--- config.mk ---
export PLATFORM = sky130hd
export DESIGN_NAME = iter_mac
export DESIGN_NICKNAME = d
export VERILOG_FILES = /design/src/rtl/iter_mac.sv
export SDC_FILE = /design/constraint.sdc
export NUM_CORES = 1
export LEC_CHECK = 0
export BUFFER_PORTS_ARGS = -buffer_cell sky130_fd_sc_hd__buf_4
export CORE_UTILIZATION = 55
export CTS_CLUSTER_SIZE = 8
export DETAILED_ROUTE_END_ITERATION = 10
export PLACE_DENSITY = 0.8
export SKIP_LAST_GASP = 1
export SLEW_MARGIN = 20
export SYNTH_ARGS = -nofsm -noshare
export SYNTH_HDL_FRONTEND = slang
export SYNTH_SLANG_ARGS = --single-unit
--- constraint.sdc ---
create_clock -name clk -period 8.9 [get_ports clk]
set_input_delay 0 -clock clk [delete_from_list [all_inputs] [get_ports clk]]
set_output_delay 0 -clock clk [all_outputs]
set_load 0.01 [all_outputs]
--- src/rtl/iter_mac.sv ---
// rtl/iter_mac.sv - iterative shift-add multiply / multiply-accumulate unit (optional ITER_MAC_SAT_EN: saturating MAC accumulator)
module iter_mac #(
    parameter int W = 8
) (
    input  logic             clk,
    input  logic             rst,
    input  logic             start,
    input  logic [1:0]       mode,
    input  logic [W-1:0]     a,
    input  logic [W-1:0]     b,
    output logic             busy,
    output logic             done,
    output logic [2*W-1:0]   result
);

    localparam int CW = $clog2(W);

    localparam logic [1:0] MODE_ADD = 2'b00;
    localparam logic [1:0] MODE_MUL = 2'b01;
    localparam logic [1:0] MODE_MAC = 2'b10;
    localparam logic [1:0] MODE_CLR = 2'b11;

    typedef enum logic [1:0] {
        IDLE = 2'b00,
        RUN  = 2'b01,
        DONE = 2'b10
    } state_t;

    state_t          state;
    state_t          state_nx;

    logic [CW-1:0]   cnt;
    logic [2*W-1:0]  mcand;
    logic [W-1:0]    mplier;
    logic [2*W-1:0]  prod;
    logic [2*W-1:0]  prod_nx;
    logic [2*W-1:0]  acc;
    logic [2*W-1:0]  mac_val;
    logic            is_mac;
    logic            last_step;
    logic [W:0]      add_sum;
    logic [2*W-1:0]  add_ext;

    assign last_step = (cnt == CW'(W - 1));

    // ADD keeps the carry out of the W-bit sum, then zero-extends to the result width
    assign add_sum = {1'b0, a} + {1'b0, b};
    assign add_ext = {{(W-1){1'b0}}, add_sum};

    // one LSB-first shift-add step: add the shifted multiplicand when the current multiplier bit is set
    assign prod_nx = mplier[0] ? (prod + mcand) : prod;

`ifdef ITER_MAC_SAT_EN
    logic [2*W:0] mac_sum;
    // extra carry bit detects accumulator overflow so it can clamp to all-ones
    assign mac_sum = {1'b0, acc} + {1'b0, prod_nx};
    assign mac_val = mac_sum[2*W] ? {(2*W){1'b1}} : mac_sum[2*W-1:0];
`else
    // accumulator wraps modulo 2^(2W)
    assign mac_val = acc + prod_nx;
`endif

    // state register
    always_ff @(posedge clk) begin
        if (rst) begin
            state <= IDLE;
        end else begin
            state <= state_nx;
        end
    end

    // next-state and status outputs; start is only looked at in IDLE, so requests while busy are dropped
    always_comb begin
        state_nx = state;
        busy     = 1'b0;
        done     = 1'b0;
        case (state)
            IDLE: begin
                if (start) begin
                    if (mode == MODE_ADD || mode == MODE_CLR) begin
                        state_nx = DONE;
                    end else begin
                        state_nx = RUN;
                    end
                end
            end
            RUN: begin
                busy = 1'b1;
                if (last_step) begin
                    state_nx = DONE;
                end
            end
            DONE: begin
                busy     = 1'b1;
                done     = 1'b1;
                state_nx = IDLE;
            end
            default: begin
                state_nx = IDLE;
            end
        endcase
    end

    // datapath: operand capture, iterative multiply, accumulator and result register
    always_ff @(posedge clk) begin
        if (rst) begin
            cnt    <= '0;
            mcand  <= '0;
            mplier <= '0;
            prod   <= '0;
            acc    <= '0;
            result <= '0;
            is_mac <= 1'b0;
        end else begin
            case (state)
                IDLE: begin
                    if (start) begin
                        cnt    <= '0;
                        mcand  <= {{W{1'b0}}, a};
                        mplier <= b;
                        prod   <= '0;
                        is_mac <= (mode == MODE_MAC);
                        if (mode == MODE_ADD) begin
                            result <= add_ext;
                        end
                        if (mode == MODE_CLR) begin
                            acc    <= '0;
                            result <= '0;
                        end
                    end
                end
                RUN: begin
                    cnt    <= cnt + CW'(1);
                    mcand  <= mcand << 1;
                    mplier <= mplier >> 1;
                    prod   <= prod_nx;
                    // the final step's product goes straight to the result so it is valid during DONE
                    if (last_step) begin
                        if (is_mac) begin
                            acc    <= mac_val;
                            result <= mac_val;
                        end else begin
                            result <= prod_nx;
                        end
                    end
                end
                default: begin
                end
            endcase
        end
    end

endmodule

==> summary.txt <==
Run status
  • Status: finished, final reports clean

STA
  • Tcrit/Tclk final: 51.4%
  • Final Hold Vio Count: 0
  • F_max: roughly 220 MHz
  • Min cycle time layout: between 4 and 5 ns
  • Final clock skew: 0.00718 ns
  • Slew headroom: between 30% and 40%
  • RSZ-0062 raised after global routing: false
  • Final setup violation count: 0
  • PnR worst setup slack: 4.32 ns
  • Total negative slack: 0 ns
  • Transition time of the tightest slew-check pin: 1.01 ns
  • Fin. max-slew vios: 0
  • Hold slack: between 0.006 and 0.007 ns

CTS
  • H-tree Lvls: 3
  • Clock root buffer: clkbuf_8
  • TritonCTS buffer count: 9
  • Worst-Skew Late Latency: approximately 0.36 ns
  • # Post-CTS Setup Buffers: 0
  • Clock Path Buffers: 2
  • Clock sink count: slightly below 80
  • Clock slew at reported path FFs: ~0.080 ns
  • TritonCTS clock tree: done

Synthesis
  • Post-Syn Area: 5130 sq um
  • #FFs+latches synth: 78
  • EDFF count, synth: 0
  • Most used DFF post-synth: dfxtp_1
  • Number of library cell types mapped by synthesis: 68
  • Synth top area cells: dfxtp_1 (30%), ha_1 (11%), nor2_1 (6.4%)
  • Largest area contributor in the synthesized netlist: dfxtp_1
  • Synth top area share: a little under a third
  • Syn_area_per_cell: around 8.5 sq um
  • Sequential share of the synthesized area: 30.4%
  • Asr flop ratio synth: 0%
  • Mapped Cells: 604
  • Synth warn: 0
  • Mapped Nets: around 670

Power and ir drop
  • Pwr dens: 167 nW/um^2
  • P_leak: 2.43 nW
  • Total Power: 0.958 mW
  • VDD IR max: just under 0.1 mV

Route
  • Routed via count: 4,796
  • Final WL: 13.0 mm
  • Post-DRT Antenna Nets: 0
  • Vias/cell: 6.45
  • Drt first pass iters: 5
  • Drt wl/cell: about 18 um
  • Post-route DRC: 0
  • First DRT Iteration DRCs: 286

Worst hold path
  • Hold Crit Class: input pin to flip-flop

Die
  • Die footprint: 9720 sq um
  • Die Ht: 98.6 um
  • Initial Utilization: roughly 58%
  • Core box area: 8890 sq um
  • Die W: 98.6 um
  • I/O Pins: 39
  • # rows: 34

Critical path
  • Crit. End Element: flip-flop
  • Critical path class: flip-flop to flip-flop
  • Worst endpoint required time: 9.15 ns
  • CP arrival: 4.83 ns
  • Worst setup SP type: flip-flop
  • Critical path fanouts, max: 5

GRT
  • Vias in the first global route: roughly 4,400
  • Global router's overall resource usage: a little over a quarter
  • GR Overflow Total: 0
  • Initial antenna violation count: 0
  • Largest net degree at the start of global routing: 74
  • First-pass GRT wire length: 21.2 mm

Cells and area
  • Final layout net count: 700
  • Fillers: ~760
  • Commonest non-fill, non-tap cells in the layout: nor2_1 (88), dfxtp_1 (78), ha_1 (46), buf_4 (42), a21oi_1 (39)
  • Post-Layout Cell Count: 743
  • Area growth, synth to finish: 11.5%
  • # diodes: 0
  • Share of cells above drive strength 1: 13.1%
  • Commonest non-fill, non-tap cell in the layout: nor2_1

Place
  • GP Congestion: 0.915
  • Pre-CTS setup slack: between 4 and 5 ns
  • Port Buffers: 38
  • Placed insts: 724
  • Dpl hpwl: 9.34 mm

Flow run
  • Max-Cap Viols: 0
## kinds of logic after synthesis
group | synth area share, %
AOI/OAI and AO/OA | 28.3
and+or+nand+nor | 14.8
DFF | 30.4
buffers and inverters | 3.68
adders and majority gates | 12.4
muxes | 5.83
xor gates and xnor gates | 4.61
## metal layers
layer	routed length [um]	global-route usage [%]	up-vias	share of wire, %
met1	5700	34.6	2249	44
met3	760	3.40	42	5.8
met5	0	0	-	0
met2	6030	45.3	181	46
li1	-	-	2324	-
met4	555	14.9	0	4.3
## registers in the layout, indices dropped and copies added, names as in the netlist
| name | count |
|---|---|
| mcand | 16 |
| result | 16 |
| is_mac | 1 |
| state | 2 |
| acc | 16 |
| cnt | 3 |
| prod | 16 |
| mplier | 8 |
## report_power, final
group	switching, mW	internal, mW
combinational	0.183	0.108
sequential	0.0215	0.378
clock	0.139	0.129
total	0.343	0.615
## synth_stat cells (3+ instances only)
cell type / n
or3_1: 3
nor2_1: 88
a311oi_1: 5
clkbuf_1: 26
a21o_1: 14
o21bai_1: 4
and3_1: 5
or2_2: 3
a21oi_1: 41
o21a_1: 3
buf_1: 3
inv_1: 19
ha_1: 46
nand4_1: 3
a22oi_1: 36
and2_1: 4
xnor2_1: 18
a221oi_1: 4
a32oi_1: 7
nand3_1: 10
mux2_2: 11
nand2_1: 36
nand3b_1: 3
a211oi_1: 23
a22o_1: 3
dfxtp_1: 78
mux2i_1: 16
o31ai_1: 3
nor3_1: 4
o211ai_1: 5
o21ai_1: 3
a32o_1: 3
xor2_1: 9
o21ai_0: 20
fa_1: 3
## stage by stage
| stage | instance area, sq um | util [%] |
|---|---|---|
| finish | 5720 | 64.4 |
| global route | 5720 | 64.4 |
| CTS | 5720 | 64.3 |
| detailed placement | 5500 | 61.8 |
| global placement | 5480 | 61.6 |
| floorplan | 5130 | - |
## worst paths after layout
kind | startpoint | slack, ns | end | cells past startpoint
worst max register to register | mcand[0] | 4.32 | result[15] | 15
worst min-delay path | a[3] | 0.007 | mcand[3] | 3
worst max-delay path | mcand[0] | 4.32 | result[15] | 15
worst min register to register | result[8] | 0.50 | result[8] | 2
## worst max-delay path: stages, from the launching register on
cell      delay [ns]
dfxtp_1         0.34
ha_1            0.24
fa_1            0.43
a211oi_1        0.28
o21ai_0         0.17
o211a_1         0.27
o41a_1          0.37
a311oi_2        0.32
xnor2_1         0.15
mux2_2          0.29
ha_1            0.33
and3_1          0.22
a221oi_1        0.44
xnor2_1         0.20
nand3_1         0.11
a32o_1          0.29
## area by class of cell
type | instances | area (sq um) | area share, %
Timing Repair Buffer | 45 | 345 | 6.03
Inverter | 20 | 75.1 | 1.31
Tap cell | 108 | 135 | 2.36
Sequential cell | 78 | 1560 | 27.3
Clock inverter | 6 | 62.6 | 1.09
Clock buffer | 10 | 128 | 2.23
Multi-Input combinational cell | 476 | 3420 | 59.7
## what timing repair did
| action | 4_1_cts | 5_1_grt |
|---|---|---|
| hold endpoints to repair | 3 | 0 |
| hold buffers | 3 | 0 |
| setup endpoints to repair | 0 | 0 |
| resized for setup | 0 | 0 |
(Power assumes the default switching activity.)
